[src/rtl/irq_arbiter.sv]
// Priority interrupt arbiter feeding cp0: edge-latched pending bits, per-source 2-bit priority,
// nested service tracking through a 3-entry level stack. Define IRQ_LEVEL_TRIG_EN for level-sensitive sources.
module irq_arbiter #(
    parameter int N_SRC = 8,
    parameter int ID_W  = 4
) (
    input  logic             clk,
    input  logic             rst,
    input  logic [N_SRC-1:0] irq_in,
    input  logic             cfg_we,
    input  logic [ID_W-1:0]  cfg_addr,
    input  logic [1:0]       cfg_wdata,
    output logic [1:0]       cfg_rdata,
    input  logic             take,
    input  logic             eret,
    output logic [2:0]       irq_level,
    output logic [ID_W-1:0]  irq_id,
    output logic [2:0]       cur_level,
    output logic [1:0]       depth,
    output logic [N_SRC-1:0] pending
);

    logic [N_SRC-1:0] irq_q;
    logic [1:0]       prio [N_SRC];
    logic [2:0][2:0]  stack;          // stack[0] is the most recently pushed level

    logic             win_valid;
    logic [1:0]       win_prio;
    logic [ID_W-1:0]  win_id;
    logic [N_SRC-1:0] clr_vec;
    logic [N_SRC-1:0] pending_next;
    logic             do_take;
    logic             do_eret;

    // eret wins over a simultaneous take; the untaken request is re-presented later.
    assign do_eret = eret && (depth != 2'd0);
    assign do_take = take && !eret && (irq_level != 3'd0);

    // NOTE: every variable in this block gets a default first, so no latch is inferred.
    always_comb begin
        win_valid = 1'b0;
        win_prio  = 2'd0;
        win_id    = '0;
        cfg_rdata = 2'd0;
        clr_vec   = '0;
        for (int i = 0; i < N_SRC; i++) begin
            // Strict '>' keeps the lowest index on a tie.
            if (pending[i] && ({1'b0, prio[i]} > cur_level) && (prio[i] > win_prio)) begin
                win_valid = 1'b1;
                win_prio  = prio[i];
                win_id    = ID_W'(i);
            end
            if (cfg_addr == ID_W'(i)) begin
                cfg_rdata = prio[i];
            end
            if (do_take && (irq_id == ID_W'(i))) begin
                clr_vec[i] = 1'b1;
            end
        end
    end

`ifdef IRQ_LEVEL_TRIG_EN
    assign pending_next = irq_in;
`else
    // A new edge in the same cycle as the take-clear keeps the bit set.
    assign pending_next = (pending & ~clr_vec) | (irq_in & ~irq_q);
`endif

    // NOTE: sequential state uses non-blocking assignments only, so every register samples pre-edge values.
    always_ff @(posedge clk) begin
        if (rst) begin
            irq_q     <= '0;
            pending   <= '0;
            irq_level <= 3'd0;
            irq_id    <= '0;
            cur_level <= 3'd0;
            depth     <= 2'd0;
            stack     <= '0;
            // NOTE: the priority table is small and must come up masked, so it is reset like any register.
            for (int i = 0; i < N_SRC; i++) begin
                prio[i] <= 2'd0;
            end
        end else begin
            irq_q   <= irq_in;
            pending <= pending_next;

            if (cfg_we) begin
                for (int i = 0; i < N_SRC; i++) begin
                    if (cfg_addr == ID_W'(i)) begin
                        prio[i] <= cfg_wdata;
                    end
                end
            end

            // Both handshakes blank irq_level for one cycle so arbitration sees the new cur_level.
            if (do_eret) begin
                cur_level <= stack[0];
                stack     <= {3'd0, stack[2:1]};
                depth     <= depth - 2'd1;
                irq_level <= 3'd0;
            end else if (do_take) begin
                stack     <= {stack[1:0], cur_level};
                depth     <= depth + 2'd1;
                cur_level <= irq_level;
                irq_level <= 3'd0;
            end else if (win_valid) begin
                irq_level <= {1'b0, win_prio};
                irq_id    <= win_id;
            end else begin
                irq_level <= 3'd0;
            end
        end
    end

endmodule

[config.mk]
export PLATFORM = sky130hd
export DESIGN_NAME = irq_arbiter
export DESIGN_NICKNAME = d
export VERILOG_FILES = /design/src/rtl/irq_arbiter.sv
export SDC_FILE = /design/constraint.sdc
export NUM_CORES = 1
export LEC_CHECK = 0
export CORE_ASPECT_RATIO = 1.1
export CORE_MARGIN = 3
export CORE_UTILIZATION = 51
export DETAILED_ROUTE_END_ITERATION = 7
export PLACE_DENSITY = 0.82
export SETUP_SLACK_MARGIN = 0.4
export SLEW_MARGIN = 20
export SYNTH_ARGS = -nofsm -noshare
export SYNTH_HDL_FRONTEND = slang
export SYNTH_SLANG_ARGS = --single-unit
export TNS_END_PERCENT = 50
[constraint.sdc]
create_clock -name clk -period 14.85 [get_ports clk]
set_input_delay 2.97 -clock clk [delete_from_list [all_inputs] [get_ports clk]]
set_output_delay 2.97 -clock clk [all_outputs]
set_load 0.005 [all_outputs]
==> results.sh, run 1 <==
export IMPL_status="finished, final reports clean"
export IMPL_route_detailed_drc=0
export IMPL_synth_xor_area_share_pct=0.272
export IMPL_num_rows=29
export IMPL_slowest_stage="nor4_1"
export IMPL_drv_cap=0
export IMPL_final_common_cell="nor2_1"
export IMPL_yosys_area_share_simple_pct=24.3
export IMPL_synthMuxAreaShare_pct=3.65
export IMPL_postSynthAreaPerCell_um2=8.93
export IMPL_die_x_um=81.8
export IMPL_grt_first_pass_wirelength_mm=12.6
export IMPL_path_buf_inv=3
export IMPL_crit_path_end="irq_level[1]$_SDFF_PP0_"
export IMPL_routed_via_density=5.95
export IMPL_synthToLayoutAreaGrowth_pct=16.8
export IMPL_yosys_most_used_dff="dfxtp_1"
export IMPL_io_pin_count=41
export IMPL_cts_sinks=51
export IMPL_p_leak_nw=1.56
export IMPL_syn_inst=361
export IMPL_cts_hold_buffers=0
export IMPL_reg2reg_to="irq_level[1]$_SDFF_PP0_"
export IMPL_cts_setup_buffers=0
export IMPL_cts_tree="yes"
export IMPL_p_comb_share_pct=34.4
export IMPL_swShare_pct=32.6
export IMPL_period_needed_ns=10.99
export IMPL_max_stage_delay_ns=0.45
export IMPL_rsz0062_at_grt="false"
export IMPL_fillers=524
export IMPL_nets=440
export IMPL_switching_power_mw=0.133
export IMPL_drive_gt1_share_pct=7.05
export IMPL_setup_violations=0
export IMPL_vdd_drop_max_mv=0.0844
export IMPL_multi_input_area_um2=1910
export IMPL_critical_path_top_delay_family="simple AND/OR/NAND/NOR gates"
export IMPL_clock_skew_ns=0.00704
export IMPL_grt_usage_pct=22.2
export IMPL_holdWs_ns=0.489
export IMPL_cts_root_buf="clkbuf_8"
export IMPL_synth_compound_area_share_pct=21.2
export IMPL_synth_distinct_cells=66
export IMPL_end_kind="register"
export IMPL_clock_path_buffers=2
export IMPL_syn_area_um2=3220
export IMPL_ant_nets=0
export IMPL_place_gp_congestion=0.909
export IMPL_clk_pin_slew_worst_paths_ns=0.09
export IMPL_critical_path_max_fanout=9
export IMPL_diodes=0
export IMPL_reg2reg_depth=48
export IMPL_grt_start_max_net_pins=47
export IMPL_core_area_um2=5950
export IMPL_post_dp_hpwl_mm=5.60
export IMPL_postPlaceCellArea_um2=3650
export IMPL_slew_viol_final=0
export IMPL_hold_violations=0
export IMPL_vias=2818
export IMPL_p_int_mw=0.275
export IMPL_slew_headroom_pct=53.2
export IMPL_yosysWarnings=0
export IMPL_fin_tns_setup_ns=0
export IMPL_synth_adder_area_share_pct=9.70
export IMPL_worstSetupPathType="register to register"
export IMPL_finalCritPeriodShare_pct=74.0
export IMPL_fmax_mhz=91.0
export IMPL_worstMarginPinSlew_ns=0.698
export IMPL_synth_top_family_by_area="simple AND/OR/NAND/NOR gates"
export IMPL_port_buffers=38
export IMPL_design_area_um2=3760
export IMPL_wl_per_cell_um=15.9
export IMPL_ys_ff_latch=51
export IMPL_r2r_start="cur_level[1]$_SDFFE_PP0P_"
export IMPL_die_area_um2=7310
export IMPL_globalRouteOverflowTotal=0
export IMPL_fp_dieH_um=89.4
export IMPL_cp_depth=48
export IMPL_yosysSeqAreaShare_pct=36.6
export IMPL_cp_startpoint="cur_level[1]$_SDFFE_PP0P_"
export IMPL_drtIter0Drc=156
export IMPL_worstPathRequired_ns=15.03
export IMPL_numCtsBuffers=5
export IMPL_synthArstFlopShare_pct=0
export IMPL_r2r_setup_slack_ns=3.86
export IMPL_cts_resized=0
export IMPL_p_clk_share_pct=23.3
export IMPL_seqPwrFrac_pct=42.3
export IMPL_antenna_found_initial=0
export IMPL_crit_top_cell="ha_1"
export IMPL_synth_edff_count=16
export IMPL_grt_pass1_vias=2678
export IMPL_regArea_um2=1180
export IMPL_firstDrtPassIters=4
export IMPL_clock_latency_ns=0.30
export IMPL_holdCritPathClass="register to register"
export IMPL_start_util_pct=54.2
export IMPL_power_density_nw_per_um2=109
export IMPL_cts_max_level=2
export IMPL_cp_start_kind="register"
export IMPL_most_common_layout_cells="nor2_1, clkdlybuf4s50_1, dfxtp_1, ha_1, nand2_1"
export IMPL_cp_arrival_ns=11.17
export IMPL_postRouteWirelength_mm=7.52
==> per-layer routing <==
| layer | vias to the layer above | GRT usage (%) | part of all wire (%) |
|---|---|---|---|
| met5 | - | 0 | 0 |
| met4 | 0 | 7.25 | 1.7 |
| met3 | 12 | 3.02 | 4.4 |
| met2 | 101 | 36.7 | 49 |
| met1 | 1323 | 29.8 | 45 |
| li1 | 1382 | - | - |
==> synth_stat cells, types with 5 or more instances <==
master / instances / area (µm²)
a21oi_1: 17 / 85.1
a22oi_1: 5 / 37.5
clkbuf_1: 9 / 33.8
dfxtp_1: 35 / 701
edfxtp_1: 16 / 480
ha_1: 25 / 313
inv_1: 19 / 71.3
mux2i_1: 8 / 80.1
nand2_1: 22 / 82.6
nand2b_1: 20 / 125
nand3_1: 5 / 25.0
nand3b_1: 5 / 37.5
nor2_1: 41 / 154
nor2b_1: 20 / 125
nor3_1: 16 / 80.1
o21ai_0: 13 / 65.1
o22ai_1: 8 / 50.1
==> power groups by stage <==
stage	Sequential [mW]	Combinational [mW]	Clock, mW
6_report	0.173	0.140	0.0951
4_1_cts	0.173	0.140	0.0960
2_1_floorplan	0.172	0.0964	0
3_3_place_gp	0.175	0.131	0
3_5_place_dp	0.176	0.138	0
5_1_grt	0.175	0.158	0.101
==> cell families after synthesis <==
family          count (synthesis)
fa+ha+maj                      25
simple gates                  151
compound gates                 90
buf+inv                        32
xor+xnor                        1
mux                            10
flops                          51
other cells                     1
==> area by class of cell <==
| class | count | share of cell area (%) |
|---|---|---|
| clock buffers | 6 | 1.93 |
| repair buffers | 40 | 10.5 |
| well taps | 77 | 2.56 |
| flip-flops and latches | 51 | 31.4 |
| multi-input cells | 279 | 50.8 |
| inverters | 19 | 1.89 |
| clock inverters | 2 | 0.964 |
==> sequential cells by signal (all words and copies together), names as in the netlist <==
signal     count
stack          9
pending        8
prio          16
irq_level      2
irq_id         3
cur_level      3
irq_q          8
depth          2
==> worst reg2reg max path, delay by kind of cell, from the launching register on <==
family / cells / cell delay, ns
DFF: 1 / 0.33
buffers and inverters: 3 / 0.49
muxes: 1 / 0.37
adders and majority gates: 8 / 2.31
and+or+nand+nor: 18 / 3.71
AOI/OAI and AO/OA: 18 / 3.67
==> through the flow <==
step	util, %	total power [mW]	setup slack (ns)	cells
finish	63.2	0.408	3.86	474
CTS	63.2	0.409	3.94	474
floorplan	-	0.268	5.42	362
global route	63.2	0.434	3.01	474
global placement	61.4	0.307	4.73	466
detailed placement	61.4	0.313	4.16	466
==> worst min path at each step <==
stage / depth (start not counted) / startpoint / end / slack [ns]
CTS: 2 / irq_q[4]$_SDFF_PP0_ / pending[4]$_SDFF_PP0_ / 0.49
global route: 2 / irq_q[6]$_SDFF_PP0_ / pending[6]$_SDFF_PP0_ / 0.52
finish: 2 / irq_q[4]$_SDFF_PP0_ / pending[4]$_SDFF_PP0_ / 0.49
detailed placement: 2 / irq_q[5]$_SDFF_PP0_ / pending[5]$_SDFF_PP0_ / 0.48
global placement: 2 / irq_q[5]$_SDFF_PP0_ / pending[5]$_SDFF_PP0_ / 0.47
floorplan: 2 / irq_q[1]$_SDFF_PP0_ / pending[1]$_SDFF_PP0_ / 0.46
(Power assumes the default switching activity.)
==> inputs of run 2 (changes only) <==
CORE_UTILIZATION = 50   (was 51)
PLACE_DENSITY = 0.84   (was 0.82)
clock period = 9.1 ns   (was 14.85 ns; I/O delays follow)
==> run 2 against run 1 <==
- largest power group is now combinational logic
- cell area up 21%
- critical path type unchanged
- count of clock-buffer cells in the layout down 1
- the run now ends with negative setup slack left
- clock power up 47%
- sequential share of layout area down 5.4 points
- combinational power rose to 2.9 times the previous value
- first-iteration DRC count up 88%
- global-route usage up 6.5 points
- critical path depth unchanged
- fmax up 18%
- highest routed layer unchanged
==> results.sh, run 2 (same netlist as run 1, synthesis figures left out) <==
export IMPL_status="complete, but fails checks"
export IMPL_violations="negative setup slack"
export IMPL_r2r_start="prio[0][1]$_SDFFCE_PN0P_"
export IMPL_synthToLayoutAreaGrowth_pct=41.5
export IMPL_hold_violations=0
export IMPL_fin_ws_ns=-0.196
export IMPL_grt_first_pass_wirelength_mm=16.1
export IMPL_grt_usage_pct=28.7
export IMPL_nets=495
export IMPL_cts_root_buf="clkbuf_8"
export IMPL_wl_per_cell_um=20.3
export IMPL_cp_start_kind="register"
export IMPL_p_int_mw=0.520
export IMPL_final_common_cell="buf_4"
export IMPL_p_clk_share_pct=17.0
export IMPL_min_delay_start="irq_q[1]$_SDFF_PP0_"
export IMPL_cts_tree="yes"
export IMPL_vdd_drop_max_mv=0.172
export IMPL_most_common_layout_cells="buf_4, clkdlybuf4s50_1, nor2_1, dfxtp_1"
export IMPL_largest_reg_flops=16
export IMPL_end_kind="register"
export IMPL_slowest_stage="edfxtp_1"
export IMPL_p_comb_share_pct=48.8
export IMPL_seqPwrFrac_pct=34.2
export IMPL_holdCritPathClass="register to register"
export IMPL_slew_headroom_pct=23.6
export IMPL_route_detailed_drc=0
export IMPL_cp_arrival_ns=9.56
export IMPL_place_inst=480
export IMPL_globalRouteOverflowTotal=0
export IMPL_num_rows=30
export IMPL_cts_sinks=51
export IMPL_fin_tns_setup_ns=-0.819
export IMPL_regMostFlops="prio"
export IMPL_core_area_um2=6190
export IMPL_die_x_um=82.6
export IMPL_period_needed_ns=9.30
export IMPL_switching_power_mw=0.307
export IMPL_diodes=0
export IMPL_cts_max_level=2
export IMPL_post_dp_hpwl_mm=5.94
export IMPL_finalCritPeriodShare_pct=102
export IMPL_grt_start_max_net_pins=47
export IMPL_final_cell_count_no_fill=532
export IMPL_drtIter0Drc=293
export IMPL_p_leak_nw=1.89
export IMPL_drv_cap=0
export IMPL_setup_violations=5
export IMPL_die_area_um2=7450
export IMPL_cp_startpoint="prio[0][1]$_SDFFCE_PN0P_"
export IMPL_drive_gt1_share_pct=27.4
export IMPL_clock_path_buffers=2
export IMPL_clock_skew_ns=0.00678
export IMPL_postRouteWirelength_mm=10.8
export IMPL_fp_dieH_um=90.2
export IMPL_slew_viol_final=0
export IMPL_worstSetupPathType="register to register"
export IMPL_place_gp_congestion=0.897
export IMPL_crit_top_cell="ha_4"
export IMPL_ant_nets=0
export IMPL_worstPathRequired_ns=9.37
export IMPL_critical_path_max_fanout=6
export IMPL_clk_pin_slew_worst_paths_ns=0.10
export IMPL_routed_via_density=6.13
export IMPL_grt_pass1_vias=3315
export IMPL_fmax_mhz=108
export IMPL_port_buffers=38
export IMPL_rsz0062_at_grt="true"
export IMPL_numCtsBuffers=5
export IMPL_io_pin_count=41
export IMPL_power_density_nw_per_um2=181
export IMPL_clock_latency_ns=0.33
export IMPL_firstDrtPassIters=5
export IMPL_swShare_pct=37.1
export IMPL_top_regs="prio x16, stack x9"
export IMPL_antenna_found_initial=0
export IMPL_max_stage_delay_ns=0.46
export IMPL_worstMarginPinSlew_ns=1.12
export IMPL_start_util_pct=52.0
export IMPL_vias=3260
## run 2: layout make-up
| type | count | area (µm²) |
|---|---|---|
| clock buffers | 5 | 68.8 |
| clock inverters | 3 | 22.5 |
| fillers | 402 | 1630 |
| inverters | 19 | 73.8 |
| multi-input cells | 279 | 2260 |
| flip-flops and latches | 51 | 1180 |
| well taps | 80 | 100 |
| repair buffers | 95 | 857 |
## run 2: worst max-delay path: cells and delay by family, from the launching register on
kind                     cells  cell delay [ns]
AND/OR/NAND/NOR             18             2.39
multiplexers                 1             0.39
buffers and inverters        2             0.18
AO/OA/AOI/OAI               19             3.64
adder cells (fa/ha/maj)      8             2.15
flip-flops                   1             0.46
## run 2: final timing paths
kind / to / slack, ns / depth (start not counted)
max: irq_id[1]$_SDFFE_PP0P_ / -0.20 / 48
min reg2reg: pending[1]$_SDFF_PP0_ / 0.49 / 2
min: pending[1]$_SDFF_PP0_ / 0.49 / 2
max reg2reg: irq_id[1]$_SDFFE_PP0P_ / -0.20 / 48
## run 2: what timing repair did
item,in CTS,in global routing
gates resized for setup,32,21
endpoints found under the setup margin,5,5
buffers inserted,34,10
hold buffers,0,0
endpoints found under the hold margin,0,0
pin swaps,37,24
## run 2: routing by layer
metal,up-vias,part of all wire (%),GRT usage (%)
li1,1499,-,-
met1,1530,37,31.4
met2,170,49,45.9
met3,61,6.3,7.31
met4,0,8.0,21.9
met5,-,0,0
## run 2: power groups by stage
| stage | combinational [mW] | clock [mW] | sequential [mW] |
|---|---|---|---|
| detailed placement | 0.257 | 0 | 0.286 |
| finish | 0.404 | 0.140 | 0.283 |
| CTS | 0.328 | 0.136 | 0.281 |
| global placement | 0.246 | 0 | 0.285 |
| floorplan | 0.176 | 0 | 0.281 |
| global route | 0.431 | 0.149 | 0.285 |
## run 2: metrics by stage
step	util (%)	power, mW	area [µm²]	hold WS, ns	worst slack (ns)
global placement	62.3	0.531	3860	0.470	0.0222
floorplan	-	0.457	3340	0.462	0.219
CTS	70.5	0.745	4370	0.489	0.273
detailed placement	62.3	0.543	3860	0.474	-0.219
global route	73.7	0.865	4560	0.508	-0.557
finish	73.7	0.827	4560	0.487	-0.196
